--- config.mk ---
export PLATFORM = sky130hd
export DESIGN_NAME = sample_ram_writer_flat
export DESIGN_NICKNAME = d
export VERILOG_FILES = /design/src/rtl/mfcc_pkg.sv /design/src/rtl/sample_ram_writer_if.sv /design/src/rtl/sample_decim.sv /design/src/rtl/sample_ram_writer.sv /design/src/flat_wrapper.sv
export SDC_FILE = /design/constraint.sdc
export NUM_CORES = 1
export LEC_CHECK = 0
export CAP_MARGIN = 20
export CORE_MARGIN = 2
export CORE_UTILIZATION = 45
export CTS_CLUSTER_SIZE = 40
export DETAILED_ROUTE_END_ITERATION = 10
export HOLD_SLACK_MARGIN = 0.05
export PLACE_DENSITY = 0.74
export SYNTH_ARGS = -nofsm -noshare
export SYNTH_HDL_FRONTEND = slang
export SYNTH_SLANG_ARGS = --single-unit
--- constraint.sdc ---
create_clock -name clk -period 4.9 [get_ports clk]
set_input_delay 0.49 -clock clk [delete_from_list [all_inputs] [get_ports clk]]
set_output_delay 0.49 -clock clk [all_outputs]
set_load 0.02 [all_outputs]
--- src/rtl/mfcc_pkg.sv ---
// Shared definitions for the MFCC capture path.
// Holds the sample RAM geometry and the sample writer state encoding.
package mfcc_pkg;

    localparam int unsigned ADDR_W = 15;
    localparam int unsigned DATA_W = 16;

    typedef enum logic [1:0] {
        IDLE = 2'd0,
        FILL = 2'd1,
        DONE = 2'd2
    } wr_state_t;

endpackage

--- src/rtl/sample_ram_writer_if.sv ---
// Sample stream in / RAM write port out bundle for sample_ram_writer.
// Signals:
//   in_valid, in_data          : PCM sample stream from the audio source
//   ram_we, ram_addr, ram_wdata: write port into the shared sample RAM
// master = writer side (consumes samples, drives RAM); slave = environment.
interface sample_ram_writer_if;
    import mfcc_pkg::*;

    logic              in_valid;
    logic [DATA_W-1:0] in_data;
    logic              ram_we;
    logic [ADDR_W-1:0] ram_addr;
    logic [DATA_W-1:0] ram_wdata;

    modport master (
        input  in_valid,
        input  in_data,
        output ram_we,
        output ram_addr,
        output ram_wdata
    );

    modport slave (
        output in_valid,
        output in_data,
        input  ram_we,
        input  ram_addr,
        input  ram_wdata
    );

endinterface

--- src/rtl/sample_decim.sv ---
// Decimate-by-2 selector for the sample writer.
// Ports:
//   clk, rst   : clock, synchronous active-high reset
//   start_acc  : capture start was accepted this cycle
//   fs_control : 1 = keep every sample, 0 = keep every 2nd sample
//   in_valid   : a sample is present this cycle
//   keep       : combinational, this sample is one to be stored
module sample_decim (
    input  logic clk,
    input  logic rst,
    input  logic start_acc,
    input  logic fs_control,
    input  logic in_valid,
    output logic keep
);

    logic fs_q;
    logic ph;

    // Rate select is latched once per capture; phase restarts so the first sample is kept.
    always_ff @(posedge clk) begin
        if (rst) begin
            fs_q <= 1'b1;
            ph   <= 1'b0;
        end else if (start_acc) begin
            fs_q <= fs_control;
            ph   <= 1'b0;
        end else if (in_valid && !fs_q) begin
            ph <= ~ph;
        end
    end

    assign keep = in_valid & (fs_q | ~ph);

endmodule

--- src/rtl/sample_ram_writer.sv ---
// Capture front end for the MFCC extractor: writes FILL_LEN (optionally
// decimated) PCM samples sequentially into the shared sample RAM, then
// holds the buffer with ready=1 until fefinish re-arms the block.
// Ports:
//   clk, rst    : clock, synchronous active-high reset
//   start       : pulse that begins a capture (IDLE only)
//   fs_control  : rate select sampled at the accepted start
//   fefinish    : MFCC done with the buffer
//   bus         : sample stream in, RAM write port out
//   ready       : buffer full and valid
//   busy        : capture in progress
//   overrun     : sticky, a kept sample was dropped while the buffer was full
module sample_ram_writer
    import mfcc_pkg::*;
#(
    parameter int unsigned FILL_LEN = 16000
) (
    input  logic                clk,
    input  logic                rst,
    input  logic                start,
    input  logic                fs_control,
    input  logic                fefinish,
    sample_ram_writer_if.master bus,
    output logic                ready,
    output logic                busy,
    output logic                overrun
);

    // One extra bit so a full 2**ADDR_W capture does not wrap the count.
    localparam int unsigned      CNT_W    = ADDR_W + 1;
    localparam logic [CNT_W-1:0] LAST_IDX = CNT_W'(FILL_LEN - 1);

    wr_state_t        state;
    logic [CNT_W-1:0] wcnt;
    logic             start_acc;
    logic             keep;

    assign start_acc = (state == IDLE) && start;

    sample_decim u_decim (
        .clk        (clk),
        .rst        (rst),
        .start_acc  (start_acc),
        .fs_control (fs_control),
        .in_valid   (bus.in_valid),
        .keep       (keep)
    );

    // Capture FSM with the write counter and registered RAM port.
    always_ff @(posedge clk) begin
        if (rst) begin
            state         <= IDLE;
            wcnt          <= '0;
            bus.ram_we    <= 1'b0;
            bus.ram_addr  <= '0;
            bus.ram_wdata <= '0;
            ready         <= 1'b0;
            busy          <= 1'b0;
            overrun       <= 1'b0;
        end else begin
            bus.ram_we <= 1'b0;
            case (state)
                IDLE: begin
                    if (start) begin
                        state   <= FILL;
                        wcnt    <= '0;
                        overrun <= 1'b0;
                        busy    <= 1'b1;
                    end
                end
                FILL: begin
                    if (keep) begin
                        bus.ram_we    <= 1'b1;
                        bus.ram_addr  <= wcnt[ADDR_W-1:0];
                        bus.ram_wdata <= bus.in_data;
                        wcnt          <= wcnt + CNT_W'(1);
                        if (wcnt == LAST_IDX) begin
                            state <= DONE;
                            busy  <= 1'b0;
                            ready <= 1'b1;
                        end
                    end
                end
                DONE: begin
                    // Buffer is frozen; any sample that would have been stored is lost.
                    if (keep) begin
                        overrun <= 1'b1;
                    end
                    if (fefinish) begin
                        state <= IDLE;
                        ready <= 1'b0;
                    end
                end
                default: begin
                    state <= IDLE;
                    busy  <= 1'b0;
                    ready <= 1'b0;
                end
            endcase
        end
    end

endmodule
--- src/flat_wrapper.sv ---
// flat-port wrapper written by rule: the top's interface ports become plain ports
module sample_ram_writer_flat import mfcc_pkg::*;
#(
    parameter int unsigned FILL_LEN = 16000
)
  (clk, rst, start, fs_control, fefinish, ready, busy, overrun, bus_in_valid, bus_in_data, bus_ram_we, bus_ram_addr, bus_ram_wdata);
  sample_ram_writer_if bus_i ();
  input  logic clk;
  input  logic rst;
  input  logic start;
  input  logic fs_control;
  input  logic fefinish;
  output logic ready;
  output logic busy;
  output logic overrun;
  input wire logic [$bits(bus_i.in_valid)-1:0] bus_in_valid;
  input wire logic [$bits(bus_i.in_data)-1:0] bus_in_data;
  output wire logic [$bits(bus_i.ram_we)-1:0] bus_ram_we;
  output wire logic [$bits(bus_i.ram_addr)-1:0] bus_ram_addr;
  output wire logic [$bits(bus_i.ram_wdata)-1:0] bus_ram_wdata;
  assign bus_i.in_valid = bus_in_valid;
  assign bus_i.in_data = bus_in_data;
  assign bus_ram_we = bus_i.ram_we;
  assign bus_ram_addr = bus_i.ram_addr;
  assign bus_ram_wdata = bus_i.ram_wdata;
  sample_ram_writer #(.FILL_LEN(FILL_LEN)) u_core (.clk(clk), .rst(rst), .start(start), .fs_control(fs_control), .fefinish(fefinish), .bus(bus_i), .ready(ready), .busy(busy), .overrun(overrun));
endmodule
### Yosys cells after proc, flatten, opt, wreduce, memory -nomap -nowiden

Index checks and enable logic that the tools add are counted.

| word-level totals | value |
|---|---|
| flip-flop bits (word level) | 55 |
| input port bits | 22 |
| output and inout bits | 35 |
| logic and storage cells | 59 |

| operators by class | value |
|---|---|
| $add $sub $neg | 1 |
| equality and inequality tests | 8 |
| mux-type cells | 20 |
| bitwise logic cells | 6 |
| reductions and logical operators | 14 |

Operator list:

| kind | count |
|---|---|
| $mux 16 | 2 |
| $pmux 16 s2 | 1 |
| $add 16x1->16 const B | 1 |
| $eq 16x14->1 const B | 1 |
| $reduce_and 4->1 | 3 |
| $mux 1 | 9 |
| $mux 2 | 4 |
| $ne 2x1->1 const B | 3 |
| $pmux 1 s3 | 2 |
| $pmux 2 s3 | 1 |
| $reduce_and 3->1 | 2 |
| $ne 2x2->1 const B | 2 |
| $not 1->1 | 4 |
| $reduce_bool 2->1 | 2 |
| $reduce_or 2->1 | 2 |
| $eq 2x1->1 const B | 1 |
| $eq 2x2->1 const B | 1 |
| $logic_and 1x1->1 | 2 |
| $logic_not 2->1 | 1 |
| $pmux 1 s2 | 1 |
| $reduce_and 2->1 | 1 |
| $and 1x1->1 | 1 |
| $logic_not 1->1 | 1 |
| $or 1x1->1 | 1 |

### Longest topological paths before layout

Gate-level depths: netlist (run 1).

| logic depth | value |
|---|---|
| depth after elaboration | 5 |
| mapped depth | 7 |

### Hierarchy

From an unflattened synthesis (run 1), not the netlist that was laid out.

| second synthesis, totals | value |
|---|---|
| cell total of the unflattened synthesis | 271 |
| area, all modules | 2199.6 sq um |

Modules (own cells, without submodules):

| module | times used | cells each | area an instance (sq um) |
|---|---|---|---|
| sample_ram_writer | 1 | 261 | 2100.8 |
| sample_decim | 1 | 10 | 98.8 |

### Worst setup path after synthesis (run 1)

Ideal clock, no wire load.

| timing path | value |
|---|---|
| path kind | register to register |
| from | reg u_core.wcnt[0] |
| to | reg u_core.wcnt[14] |
| arrival time | 1642 ps |
| data required time | 4779 ps |
| slack | 3138 ps |
| cell stages (with the launch flop) | 7 |
| period minus slack after synthesis | 1762 ps |
| path through | dfxtp_1 -> ha_1 -> nand4_1 -> nand2b_1 -> clkbuf_1 -> nor4_1 -> mux2_2 |

| on the way | value |
|---|---|
| cells in the longest elaborated chain, start to end | 3 |

RTL lines:

| what | line | text |
|---|---|---|
| start: declaration | sample_ram_writer.sv:34 | `logic [CNT_W-1:0] wcnt;` |
| start signal: assignment | sample_ram_writer.sv:76 | `wcnt <= wcnt + CNT_W'(1);` |
| $add 16x1->16 | sample_ram_writer.sv:76 |  |
| $mux 16 | sample_ram_writer.sv:72 | `if (keep) begin` |
| $pmux 16 s2 | sample_ram_writer.sv:62 | `case (state)` |

Every way passes these cells. The select of a mux whose other input is x is not followed.
A chain may end at the register's enable or synchronous reset.

### Worst setup path after layout (run 1)

| timing path | value |
|---|---|
| from | in bus_in_valid |
| to | reg u_core.wcnt[14] |

| on the way | value |
|---|---|
| cells in the longest elaborated chain, start to end | 3 |

RTL lines:

| what | line | text |
|---|---|---|
| start: declaration | flat_wrapper.sv:16 | `input wire logic [$bits(bus_i.in_valid)-1:0] bus_in_valid;` |
| $and 1x1->1 | sample_decim.sv:33 | `assign keep = in_valid & (fs_q \| ~ph);` |
| $ne 2x1->1 (no line) | n/a |  |
| $reduce_and 3->1 (no line) | n/a |  |

Every way passes these cells.

==> results of run 1 <==
-- routing by layer --
metal / wire length, um / vias to the layer above / GRT usage
li1: - / 1062 / -
met1: 2300 / 938 / 0.249
met2: 2480 / 41 / 0.317
met3: 169 / 8 / 0.0402
met4: 63 / 0 / 0.0536
met5: 0 / - / 0
-- kinds of logic (layout without fill, tap and decap cells) --
logic type / after synthesis / count (layout) / synth area share
compound gates: 72 / 72 / 0.182
xor+xnor: 2 / 2 / 0.00780
fa+ha+maj: 1 / 1 / 0.00557
buf+inv: 24 / 70 / 0.0429
flops: 55 / 55 / 0.490
mux: 1 / 1 / 0.00501
simple gates: 124 / 124 / 0.267
-- layout make-up --
class                   count  area, um^2  share of cell area
clock buffers               6        72.6              0.0247
multi-input cells         200        1050               0.358
flip-flops and latches     55        1100               0.374
inverters                   4        15.0             0.00511
repair buffers             58         576               0.196
clock inverters             2        38.8              0.0132
well taps                  67        83.8              0.0285
-- power by group through the flow --
| stage | clock network, mW | registers [mW] | logic (mW) |
|---|---|---|---|
| after floorplan | 0 | 0.479 | 0.0360 |
| after global placement | 0 | 0.472 | 0.0792 |
| after detailed placement | 0 | 0.472 | 0.0800 |
| after CTS | 0.312 | 0.462 | 0.0801 |
| after global routing | 0.327 | 0.463 | 0.0875 |
| final | 0.307 | 0.462 | 0.0790 |
-- cells in the final DEF (no fill, tap or decap), drive strengths merged, types with 2 or more instances in the layout --
master,count
nand2,70
nor2,7
nor2b,3
nor3b,3
nand2b,3
nor4,5
clkdlybuf4s50,56
o21ai,8
xnor2,2
clkbuf,6
a21oi,48
inv,5
or4,11
buf,2
dfxtp,55
and3,2
or2,2
or3,4
o31ai,8
nand3,7
nand4,4
-- worst paths after layout --
| check | from | end | slack [ps] |
|---|---|---|---|
| setup reg to reg | u_core.u_decim.ph$_SDFFE_PP0P_ | u_core.bus.ram_addr[4]$_SDFFE_PP0P_ | 2740 |
| hold reg to reg | u_core.bus.ram_wdata[4]$_SDFFE_PP0P_ | u_core.bus.ram_wdata[4]$_SDFFE_PP0P_ | 460 |
| hold / removal | u_core.bus.ram_wdata[4]$_SDFFE_PP0P_ | u_core.bus.ram_wdata[4]$_SDFFE_PP0P_ | 460 |
| setup / recovery | bus_in_valid | u_core.wcnt[14]$_SDFFE_PP0P_ | 2680 |
-- state kept, by name (all words and copies together), names as in the netlist --
signal / count
u_core.wcnt: 16
u_core.bus.ram_we: 1
u_core.overrun: 1
u_core.busy: 1
u_core.ready: 1
u_core.u_decim.fs_q: 1
u_core.u_decim.ph: 1
u_core.state: 2
u_core.bus.ram_wdata: 16
u_core.bus.ram_addr: 15
-- worst max-delay path, stage by stage --
cell and delay (ps):
clkdlybuf4s50_1 550, nand2_1 160, o21a_1 460, nor4_1 400, mux2_2 370
-- stage by stage --
| step | hold slack [ps] | power [mW] | util |
|---|---|---|---|
| 2_1_floorplan | 446 | 0.515 | - |
| 3_3_place_gp | 441 | 0.551 | 0.595 |
| 3_5_place_dp | 446 | 0.552 | 0.595 |
| 4_1_cts | 460 | 0.854 | 0.618 |
| 5_1_grt | 478 | 0.878 | 0.618 |
| 6_report | 458 | 0.847 | 0.618 |
==> flow_summary.yaml, run 1 <==
routing:
  wirelength_um: 5020
  wl_per_cell_um: 12.8
  first_iter_violations: 172
  vias: 2049
  vias_per_cell: 5.23
  ant_nets: 0
  dr.pass1.iters: 4
  drc: 0
synthesis:
  synth_most_common_cell: "nand2_1"
  synth_sequential_area_ratio: 0.490
  synthTopCellsByArea: "dfxtp_1 (49%), nand2_1 (12%), a21oi_1 (11%)"
  synth_area_leader_cell: "dfxtp_1"
  synth_top_area_frac: 0.490
  synth_edf_count: 0
  syn_nets: 302
  syn_area_um2: 2250
  synth_common_cells: "nand2_1 (70), dfxtp_1 (55), a21oi_1 (48), clkbuf_1 (15), or4_1 (11)"
  ys_seq_elements: 55
  async_reset_ff_frac: 0
  synth-main-ff-cell: "dfxtp_1"
  syn_avg_cell_area_um2: 8.05
  netlist_instances: 279
  ys_types: 36
  ys_warn_count: 0
clock_tree:
  clock_path_buffers: 2
  cts_buffers: 5
  path_clk_slew_ps: 100
  cts_resized: 0
  htree_levels: 2
  insertion_delay_ps: 310
  cts_tree: "built"
  cts_hold_buf: 0
  cts_root_buffer: "clkbuf_8"
  postCtsSetupBuffers: 0
  cts_sinks: 55
power_and_ir_drop:
  swShare: 0.236
  combPwrFrac: 0.093
  sequentialPowerShare: 0.545
  power_switching_mw: 0.200
  powerDensity_nw_per_um2: 288
  p_int_mw: 0.647
  leakage_nw: 0.931
  share_clk_of_total_power: 0.362
  peakVddDrop_v: 0.000163
critical_path:
  cp_data_arrival_time_ps: 2430
  r2r.worst_path.cells: 4
  cp.required_ps: 5100
  crit_type: "in -> reg"
  worstSetupEndpointType: "register"
  critPathLaunchType: "input port"
  crit_fanout: 24
final_layout:
  fin_area_um2: 2940
  final_cells: 392
  antennaDiodeCount: 0
  layout.nets: 347
  area_growth_pct: 30.9
  drive_above_1_share: 0.0492
  num-fill-cells: 439
global_route:
  grt_pass1_vias: 1849
  grt_pass1_wl_um: 8270
  gr-total-overflow: 0
  grt_usage: 0.189
  grt_max_degree: 42
  antenna_found_initial: 0
hold_path:
  hold_class: "reg -> reg"
  min_delay_path_depth: 2
sta:
  hold_viol: 0
  clock.fmax_mhz: 450
  clock_skew_ps: 15.6
  tns_ps: 0
  setup_violations: 0
  timing.final.ws_setup_ps: 2680
  tightest_slew_ps: 1030
  drv_slew: 0
  rsz0062_at_grt: "false"
  max_slew_margin: 0.312
  fin_crit_sh: 0.454
  period_minus_slack_ps: 2220
place:
  place_inst: 384
  portBuffers: 56
  pre_cts_ws_ps: 2360
  gp_congestion: 0.804
  dp_hpwl_um: 3380
  placed_area_um2: 2830
die:
  die_w_um: 74.6
  die_area_um2: 5570
  die_h_um: 74.6
  rows: 25
  start_util: 0.472
  ios: 57
  core_um2: 4750
run:
  drv_cap: 0
run_status:
  outcome: "complete, no violations"
(Power assumes the default switching activity.)
==> run 2: changes to the inputs <==
Clock period 4.9 ns to 2.27 ns, I/O delays scaled along.
==> flow_summary.yaml, run 2 (same netlist as run 1, synthesis figures left out) <==
global_route:
  grt_pass1_vias: 1898
  gr-total-overflow: 0
  grt_pass1_wl_um: 8390
  grt_max_degree: 41
  grt_usage: 0.194
  antenna_found_initial: 0
power_and_ir_drop:
  peakVddDrop_v: 0.000480
  leakage_nw: 0.972
  total_power_mw: 1.93
  powerDensity_nw_per_um2: 639
clock_tree:
  insertion_delay_ps: 300
  path_clk_slew_ps: 90
  clock_path_buffers: 2
  cts_buffers: 5
  cts_sinks: 55
  htree_levels: 2
  postCtsSetupBuffers: 0
  cts_tree: "built"
  cts_root_buffer: "clkbuf_8"
  cts_resized: 0
  cts_hold_buf: 0
die:
  die_area_um2: 5570
  rows: 25
  start_util: 0.472
  die_h_um: 74.6
  core_um2: 4750
  die_w_um: 74.6
  ios: 57
critical_path:
  crit_fanout: 9
  cp.required_ps: 2470
  crit_type: "reg -> reg"
  worstSetupEndpointType: "register"
  cp_slowest_stage_delay_ps: 480
  cp_cell_sequence: "ha_1, nand4_1, nand2b_1, nor4_1, mux2_2"
  crit_buf_inv: 0
  critPathLaunchType: "register"
  cp_data_arrival_time_ps: 2150
  cpLargestDelayFamily: "simple AND/OR/NAND/NOR gates"
  critical-path-slowest-cell: "dfxtp_1"
final_layout:
  num-fill-cells: 457
  reg_top3: "u_core.bus.ram_wdata (16), u_core.wcnt (16), u_core.bus.ram_addr (15)"
  final_cells: 397
  drive_above_1_share: 0.0636
  final_common_cell: "nand2_1"
  antennaDiodeCount: 0
  layout.nets: 352
  mostFrequentLayoutCells: "nand2_1 (70), clkdlybuf4s50_1 (56), dfxtp_1 (55)"
  area_growth_pct: 34.7
place:
  gp_congestion: 0.806
  portBuffers: 56
  dp_hpwl_um: 3420
  place_inst: 389
sta:
  fin_crit_sh: 0.859
  hold_viol: 0
  clock_skew_ps: 6.26
  setup_violations: 0
  period_minus_slack_ps: 1950
  tightest_slew_ps: 634
  drv_slew: 0
  max_slew_margin: 0.573
  tns_ps: 0
  whs_ps: 457
  clock.fmax_mhz: 513
  rsz0062_at_grt: "false"
routing:
  wirelength_um: 5090
  first_iter_violations: 152
  vias: 2096
  drc: 0
  dr.pass1.iters: 4
  ant_nets: 0
  wl_per_cell_um: 12.8
  vias_per_cell: 5.28
hold_path:
  hold_class: "reg -> reg"
run:
  drv_cap: 0
run_status:
  outcome: "complete, no violations"
-- run 2: changes by cell type in the layout (fill, tap and decap cells not counted), sizes merged --
cell and change:
inv -1, buf +5, bufinv +1
-- run 2: routing by layer --
metal | global-route usage | up-vias | part of all wire
met5 | 0 | - | 0
met3 | 0.0388 | 5 | 0.032
met4 | 0.0556 | 0 | 0.0079
met2 | 0.340 | 39 | 0.51
li1 | - | 1070 | -
met1 | 0.242 | 982 | 0.45
-- run 2: final cells by class --
| class | instances | area (um^2) | share of cell area |
|---|---|---|---|
| sequential | 55 | 1100 | 0.364 |
| clock inverter | 2 | 60.1 | 0.0199 |
| multi-input combinational | 200 | 1050 | 0.348 |
| inverter | 4 | 15.0 | 0.00496 |
| tap | 67 | 83.8 | 0.0277 |
| clock buffer | 6 | 72.6 | 0.0240 |
| timing repair buffer | 63 | 638 | 0.211 |
-- run 2: worst register-to-register path: stages, from the launching register on --
cell,delay (ps)
dfxtp_1,480
ha_1,260
nand4_1,120
nand2b_1,290
nor4_1,320
mux2_2,360
-- run 2: power by group --
group	switching, mW	internal, mW
logic	0.0955	0.0926
clock network	0.307	0.441
registers	0.0134	0.983
-- run 2: worst paths after layout --
kind / depth (start not counted) / startpoint / slack [ps] / to
min: 2 / u_core.bus.ram_addr[5]$_SDFFE_PP0P_ / 460 / u_core.bus.ram_addr[5]$_SDFFE_PP0P_
min reg2reg: 2 / u_core.bus.ram_addr[5]$_SDFFE_PP0P_ / 460 / u_core.bus.ram_addr[5]$_SDFFE_PP0P_
max: 5 / u_core.wcnt[0]$_SDFFE_PP0P_ / 320 / u_core.wcnt[14]$_SDFFE_PP0P_
max reg2reg: 5 / u_core.wcnt[0]$_SDFFE_PP0P_ / 320 / u_core.wcnt[14]$_SDFFE_PP0P_
-- run 2: metrics by stage --
step | utilization | instance area, um^2 | setup slack, ps
floorplan | - | 2250 | 508
global placement | 0.608 | 2890 | 272
detailed placement | 0.608 | 2890 | 246
CTS | 0.636 | 3020 | 334
global route | 0.636 | 3020 | 185
finish | 0.636 | 3020 | 319
